===== src/rtl/pong_draw_ctrl.sv =====
// Per-frame draw sequencer: streams the erase sweep in background colour,
// pulses the game update, then rasterises the ball and the paddle.
module pong_draw_ctrl #(
  parameter int unsigned ERASE_CYCLES  = 1276,
  parameter int unsigned BALL_SIZE     = 4,
  parameter int unsigned PADDLE_X      = 10,
  parameter int unsigned PADDLE_W      = 2,
  parameter int unsigned PADDLE_H      = 16,
  parameter logic [2:0]  BG_COLOUR     = 3'b000,
  parameter logic [2:0]  BALL_COLOUR   = 3'b111,
  parameter logic [2:0]  PADDLE_COLOUR = 3'b111
) (
  input  logic       clock,
  input  logic       resetn,
  input  logic       frame_tick,
  input  logic [7:0] eraseX,
  input  logic [6:0] eraseY,
  input  logic [7:0] ballX,
  input  logic [6:0] ballY,
  input  logic [6:0] paddleY,
  output logic       erase_resetn,
  output logic       update_en,
  output logic [7:0] x,
  output logic [6:0] y,
  output logic [2:0] colour,
  output logic       plot,
  output logic       busy,
  output logic       overrun
);

  localparam int unsigned EraseW = (ERASE_CYCLES > 1) ? $clog2(ERASE_CYCLES) : 1;
  localparam int unsigned SubMaxA = (BALL_SIZE > PADDLE_W) ? BALL_SIZE : PADDLE_W;
  localparam int unsigned SubMax = (SubMaxA > PADDLE_H) ? SubMaxA : PADDLE_H;
  localparam int unsigned SubW = (SubMax > 1) ? $clog2(SubMax) : 1;

  localparam logic [EraseW-1:0] EraseLast = EraseW'(ERASE_CYCLES - 1);
  localparam logic [SubW-1:0]   BallLast  = SubW'(BALL_SIZE - 1);
  localparam logic [SubW-1:0]   PadWLast  = SubW'(PADDLE_W - 1);
  localparam logic [SubW-1:0]   PadHLast  = SubW'(PADDLE_H - 1);

  typedef enum logic [2:0] {
    IDLE,
    ERASE,
    UPDATE,
    LATCH,
    DRAW_BALL,
    DRAW_PADDLE
  } state_t;

  state_t            state;
  logic [EraseW-1:0] eraseCnt;
  logic [SubW-1:0]   cx;
  logic [SubW-1:0]   cy;
  logic [7:0]        ballXL;
  logic [6:0]        ballYL;
  logic [6:0]        paddleYL;

  // Control outputs are registered with the state they belong to, so each
  // one changes on the same edge as the state it decodes.
  always_ff @(posedge clock) begin
    if (!resetn) begin
      state        <= IDLE;
      eraseCnt     <= '0;
      cx           <= '0;
      cy           <= '0;
      ballXL       <= '0;
      ballYL       <= '0;
      paddleYL     <= '0;
      plot         <= 1'b0;
      colour       <= '0;
      erase_resetn <= 1'b0;
      update_en    <= 1'b0;
      busy         <= 1'b0;
      overrun      <= 1'b0;
    end else begin
      if (frame_tick && busy) begin
        overrun <= 1'b1;
      end

      case (state)
        IDLE: begin
          if (frame_tick) begin
            state        <= ERASE;
            eraseCnt     <= '0;
            erase_resetn <= 1'b1;
            plot         <= 1'b1;
            colour       <= BG_COLOUR;
            busy         <= 1'b1;
          end
        end

        ERASE: begin
          if (eraseCnt == EraseLast) begin
            state        <= UPDATE;
            erase_resetn <= 1'b0;
            plot         <= 1'b0;
            colour       <= '0;
            update_en    <= 1'b1;
          end else begin
            eraseCnt <= eraseCnt + EraseW'(1);
          end
        end

        UPDATE: begin
          state     <= LATCH;
          update_en <= 1'b0;
        end

        // Positions are sampled once here so later input changes cannot tear the sprites.
        LATCH: begin
          state    <= DRAW_BALL;
          ballXL   <= ballX;
          ballYL   <= ballY;
          paddleYL <= paddleY;
          cx       <= '0;
          cy       <= '0;
          plot     <= 1'b1;
          colour   <= BALL_COLOUR;
        end

        DRAW_BALL: begin
          if (cx == BallLast) begin
            cx <= '0;
            if (cy == BallLast) begin
              cy     <= '0;
              state  <= DRAW_PADDLE;
              colour <= PADDLE_COLOUR;
            end else begin
              cy <= cy + SubW'(1);
            end
          end else begin
            cx <= cx + SubW'(1);
          end
        end

        DRAW_PADDLE: begin
          if (cx == PadWLast) begin
            cx <= '0;
            if (cy == PadHLast) begin
              cy     <= '0;
              state  <= IDLE;
              plot   <= 1'b0;
              colour <= '0;
              busy   <= 1'b0;
            end else begin
              cy <= cy + SubW'(1);
            end
          end else begin
            cx <= cx + SubW'(1);
          end
        end

        default: begin
          state        <= IDLE;
          plot         <= 1'b0;
          colour       <= '0;
          erase_resetn <= 1'b0;
          update_en    <= 1'b0;
          busy         <= 1'b0;
        end
      endcase
    end
  end

  // Plot coordinates: erase sweep passes straight through; sprites wrap freely.
  always_comb begin
    x = '0;
    y = '0;
    case (state)
      ERASE: begin
        x = eraseX;
        y = eraseY;
      end
      DRAW_BALL: begin
        x = ballXL + 8'(cx);
        y = ballYL + 7'(cy);
      end
      DRAW_PADDLE: begin
        x = 8'(PADDLE_X) + 8'(cx);
        y = paddleYL + 7'(cy);
      end
      default: begin
        x = '0;
        y = '0;
      end
    endcase
  end

endmodule

===== config.mk =====
export PLATFORM = sky130hd
export DESIGN_NAME = pong_draw_ctrl
export DESIGN_NICKNAME = d
export VERILOG_FILES = /design/src/rtl/pong_draw_ctrl.sv
export SDC_FILE = /design/constraint.sdc
export NUM_CORES = 1
export LEC_CHECK = 0
export BUFFER_PORTS_ARGS = -buffer_cell sky130_fd_sc_hd__buf_2
export CORE_ASPECT_RATIO = 1.5
export CORE_MARGIN = 2
export CORE_UTILIZATION = 59
export CTS_CLUSTER_DIAMETER = 120
export DETAILED_ROUTE_END_ITERATION = 8
export HOLD_SLACK_MARGIN = 0.05
export PLACE_DENSITY = 0.89
export SLEW_MARGIN = 10
export SYNTH_ARGS = -nofsm -noshare
export SYNTH_HDL_FRONTEND = slang
export SYNTH_SLANG_ARGS = --single-unit

===== constraint.sdc =====
create_clock -name clock -period 5.52 [get_ports clock]
set_clock_uncertainty 0.05 [all_clocks]
set_input_delay 0.276 -clock clock [delete_from_list [all_inputs] [get_ports clock]]
set_output_delay 0.276 -clock clock [all_outputs]
set_load 0.005 [all_outputs]

==> qor.yml <==
outcome: "completed"
ys_seq_area_share_pct: 33.32
critPathCaptureType: "output pin"
ant_nets: 0
r2r_cells: 4
setup_viol: 0
core_sq_mm: 0.004887
finalCritPeriodShare_pct: 68.14
rsz0062_at_grt: "false"
fillers: 413
syn_to_final_growth_pct: 13.24
viasPerCell: 5.887
holdCritPathClass: "in2reg"
place_congestion: 0.8636
port_buffers: 62
cts_resized: 0
path_cells: "nand3b_4, mux2_2, ha_1, fa_1, a21o_1, a21o_1, o21ai_1, xnor2_1, o21ai_0, buf_2"
cts_max_path_buffers: 2
synth_warnings: 0
syn_nets: 431
fin_area_sq_mm: 0.003402
cts_sinks: 50
num_antenna_cells: 0
clk-insertion-delay-late_ns: 0.31
tns_ns: 0
numCtsBuffers: 5
tightest_slew_ns: 0.9719
crit_type: "reg2out"
final_util_pct: 69.61
clock_power_share_pct: 30.4
dpl.hpwl_mm: 5.132
synth_top_area_share_pct: 33.32
drv_cap: 0
die_h_um: 91.40
r2r-end: "paddleYL[4]"
r2r_slack_ns: 2.79
dpl_cell_area_sq_mm: 0.003297
synth_seq_cells: 50
slew_headroom_pct: 35.01
hold_path_depth: 3
start_kind: "flip-flop"
route.detailed.drc: 0
synth_edf_count: 0
timing.rr.start: "state[2]"
hold_start: "paddleY[2]"
num_rows: 31
timing_hold_violations_final: 0
antenna_found_initial: 0
grt_max_degree: 35
cpMaxStageDelayCell: "dfxtp_1"
fp.dieArea_sq_mm: 0.005690
multi_input_area_sq_mm: 0.001858
synthTopCellsByCount: "68 x nand2_1, 50 x dfxtp_1, 40 x a21oi_1"
layout.cells.non_filler: 488
synthesis.area_sq_mm: 0.003004
grt_first_pass_wirelength_mm: 12.19
synth_ff_type: "dfxtp_1"
wl_per_cell_um: 14.77
ios: 63
p_leak_nw: 1.491
period_needed_ns: 3.762
dp_cells: 480
seq_area_sq_mm: 0.001001
die_w_um: 62.26
netlist-cell-type-count: 57
fmax_ghz: 0.2658
syn-instance-count: 374
power_frac_seq_pct: 49.8
yosysMostFrequentCell: "nand2_1"
hold_buffers: 0
clock_tree.root_cell: "clkbuf_8"
cts_tree: "yes"
pwr_density_cell_mw_per_mm2: 227.0
grt_pass1_vias: 2840
cp_max_fo: 27
hold_end: "paddleYL[2]"
start_util_pct: 61.47
hold_ws_ns: 0.1536
drive_above_1_share_pct: 21.09
synthTopCellsByArea: "dfxtp_1 33%, nand2_1 8.5%, a21oi_1 6.7%"
grt_overflow_total: 0
switching_power_uw: 218.5
clk_pin_slew_ns: 0.09
first_iter_violations: 126
p_int_uw: 553.7
nNetsFinal: 478
htreeDepth: 2
grt.total_usage_pct: 26.00
crit_arrival_ns: 3.44
crit_path_frequent_cell: "a21o_1"
async_flop_share_pct: 0
drv_slew: 0
avgSynthCellArea_sq_um: 8.032
critPathMaxStageDelay_ns: 0.95
postCtsSetupBuffers: 0
switching_share_pct: 28.30
worstPathRequired_ns: 5.19
drt_first_pass_iters: 4
peakVddDrop_uv: 213.7
num_vias: 2873
synth_top_cell_by_area: "dfxtp_1"
routed_wl_mm: 7.210
combinationalPowerShare_pct: 19.8
[cells by family (layout without fill, tap and decap cells)]
logic type | after synthesis | after routing | synth area share [%]
simple gates | 156 | 156 | 25.49
mux | 12 | 12 | 4.290
compound gates | 88 | 88 | 18.95
fa+ha+maj | 17 | 17 | 7.580
flops | 50 | 50 | 33.32
buf+inv | 32 | 80 | 4.831
xor+xnor | 19 | 19 | 5.539
[registers in the layout (all words and copies together), names as in the netlist]
signal,cells
ballXL,8
ballYL,7
busy,1
colour,1
cx,4
cy,4
eraseCnt,11
erase_resetn,1
overrun,1
paddleYL,7
plot,1
state,3
update_en,1
[layout make-up]
class,count,share of cell area (%)
clock buffers,7,2.832
clock inverters,1,0.2574
inverters,8,0.8827
multi-input cells,292,54.62
flip-flops and latches,50,29.42
well taps,66,2.427
repair buffers,64,9.562
[worst max-delay path by stage]
| stage | start | to | slack (ns) | cells past startpoint |
|---|---|---|---|---|
| after floorplan | state[1] | y[6] | 2.84 | 11 |
| after global placement | state[2] | y[6] | 2.22 | 10 |
| after detailed placement | state[2] | y[4] | 2.17 | 10 |
| after CTS | state[2] | y[4] | 1.80 | 10 |
| after global routing | state[2] | y[6] | 1.56 | 10 |
| final | state[2] | y[6] | 1.76 | 10 |
[layout by cell type (no fill, tap or decap), types with 2 or more instances in the layout]
cell type,count
a211oi_1,4
a21o_1,4
a21oi_1,40
a22oi_1,8
a311oi_1,3
a31oi_1,2
a32oi_1,2
and2_1,4
and3_1,3
buf_2,62
buf_4,2
clkbuf_8,7
dfxtp_1,50
fa_1,2
ha_1,15
inv_1,7
mux2_2,7
mux2i_1,5
nand2_1,68
nand2b_1,6
nand3_1,9
nand3b_1,2
nand4_1,4
nor2_1,35
nor2b_1,5
nor3_1,2
nor3b_2,2
nor4_1,3
o211ai_1,3
o21a_1,3
o21ai_0,8
or4_1,2
xnor2_1,9
xor2_1,10
[worst max-delay path, delay by kind of cell, from the launching register on]
| family | cells | cell delay (ns) |
|---|---|---|
| adder cells (fa/ha/maj) | 2 | 0.61 |
| XOR/XNOR | 1 | 0.08 |
| AND/OR/NAND/NOR | 1 | 0.30 |
| buffers and inverters | 1 | 0.15 |
| flip-flops | 1 | 0.95 |
| multiplexers | 1 | 0.35 |
| AO/OA/AOI/OAI | 4 | 0.67 |
[layer usage]
layer / wire [um] / GRT usage (%)
met1: 2881 / 27.96
met2: 3718 / 46.56
met3: 331 / 5.700
met4: 279 / 14.63
met5: 0 / 0
[stage by stage]
stage	power (mW)	setup slack [ns]
after CTS	0.7729	1.802
final	0.7723	1.758
after global routing	0.8129	1.561
after global placement	0.5399	2.221
after detailed placement	0.5435	2.165
after floorplan	0.4934	2.836
[power by group through the flow]
stage / Sequential [mW] / Clock, mW / Combinational, mW
after floorplan: 0.390 / 0 / 0.103
after global placement: 0.393 / 0 / 0.147
after detailed placement: 0.393 / 0 / 0.150
after CTS: 0.385 / 0.236 / 0.152
after global routing: 0.387 / 0.256 / 0.170
final: 0.385 / 0.235 / 0.153
Note: power is estimated with default switching activity, not from simulation.
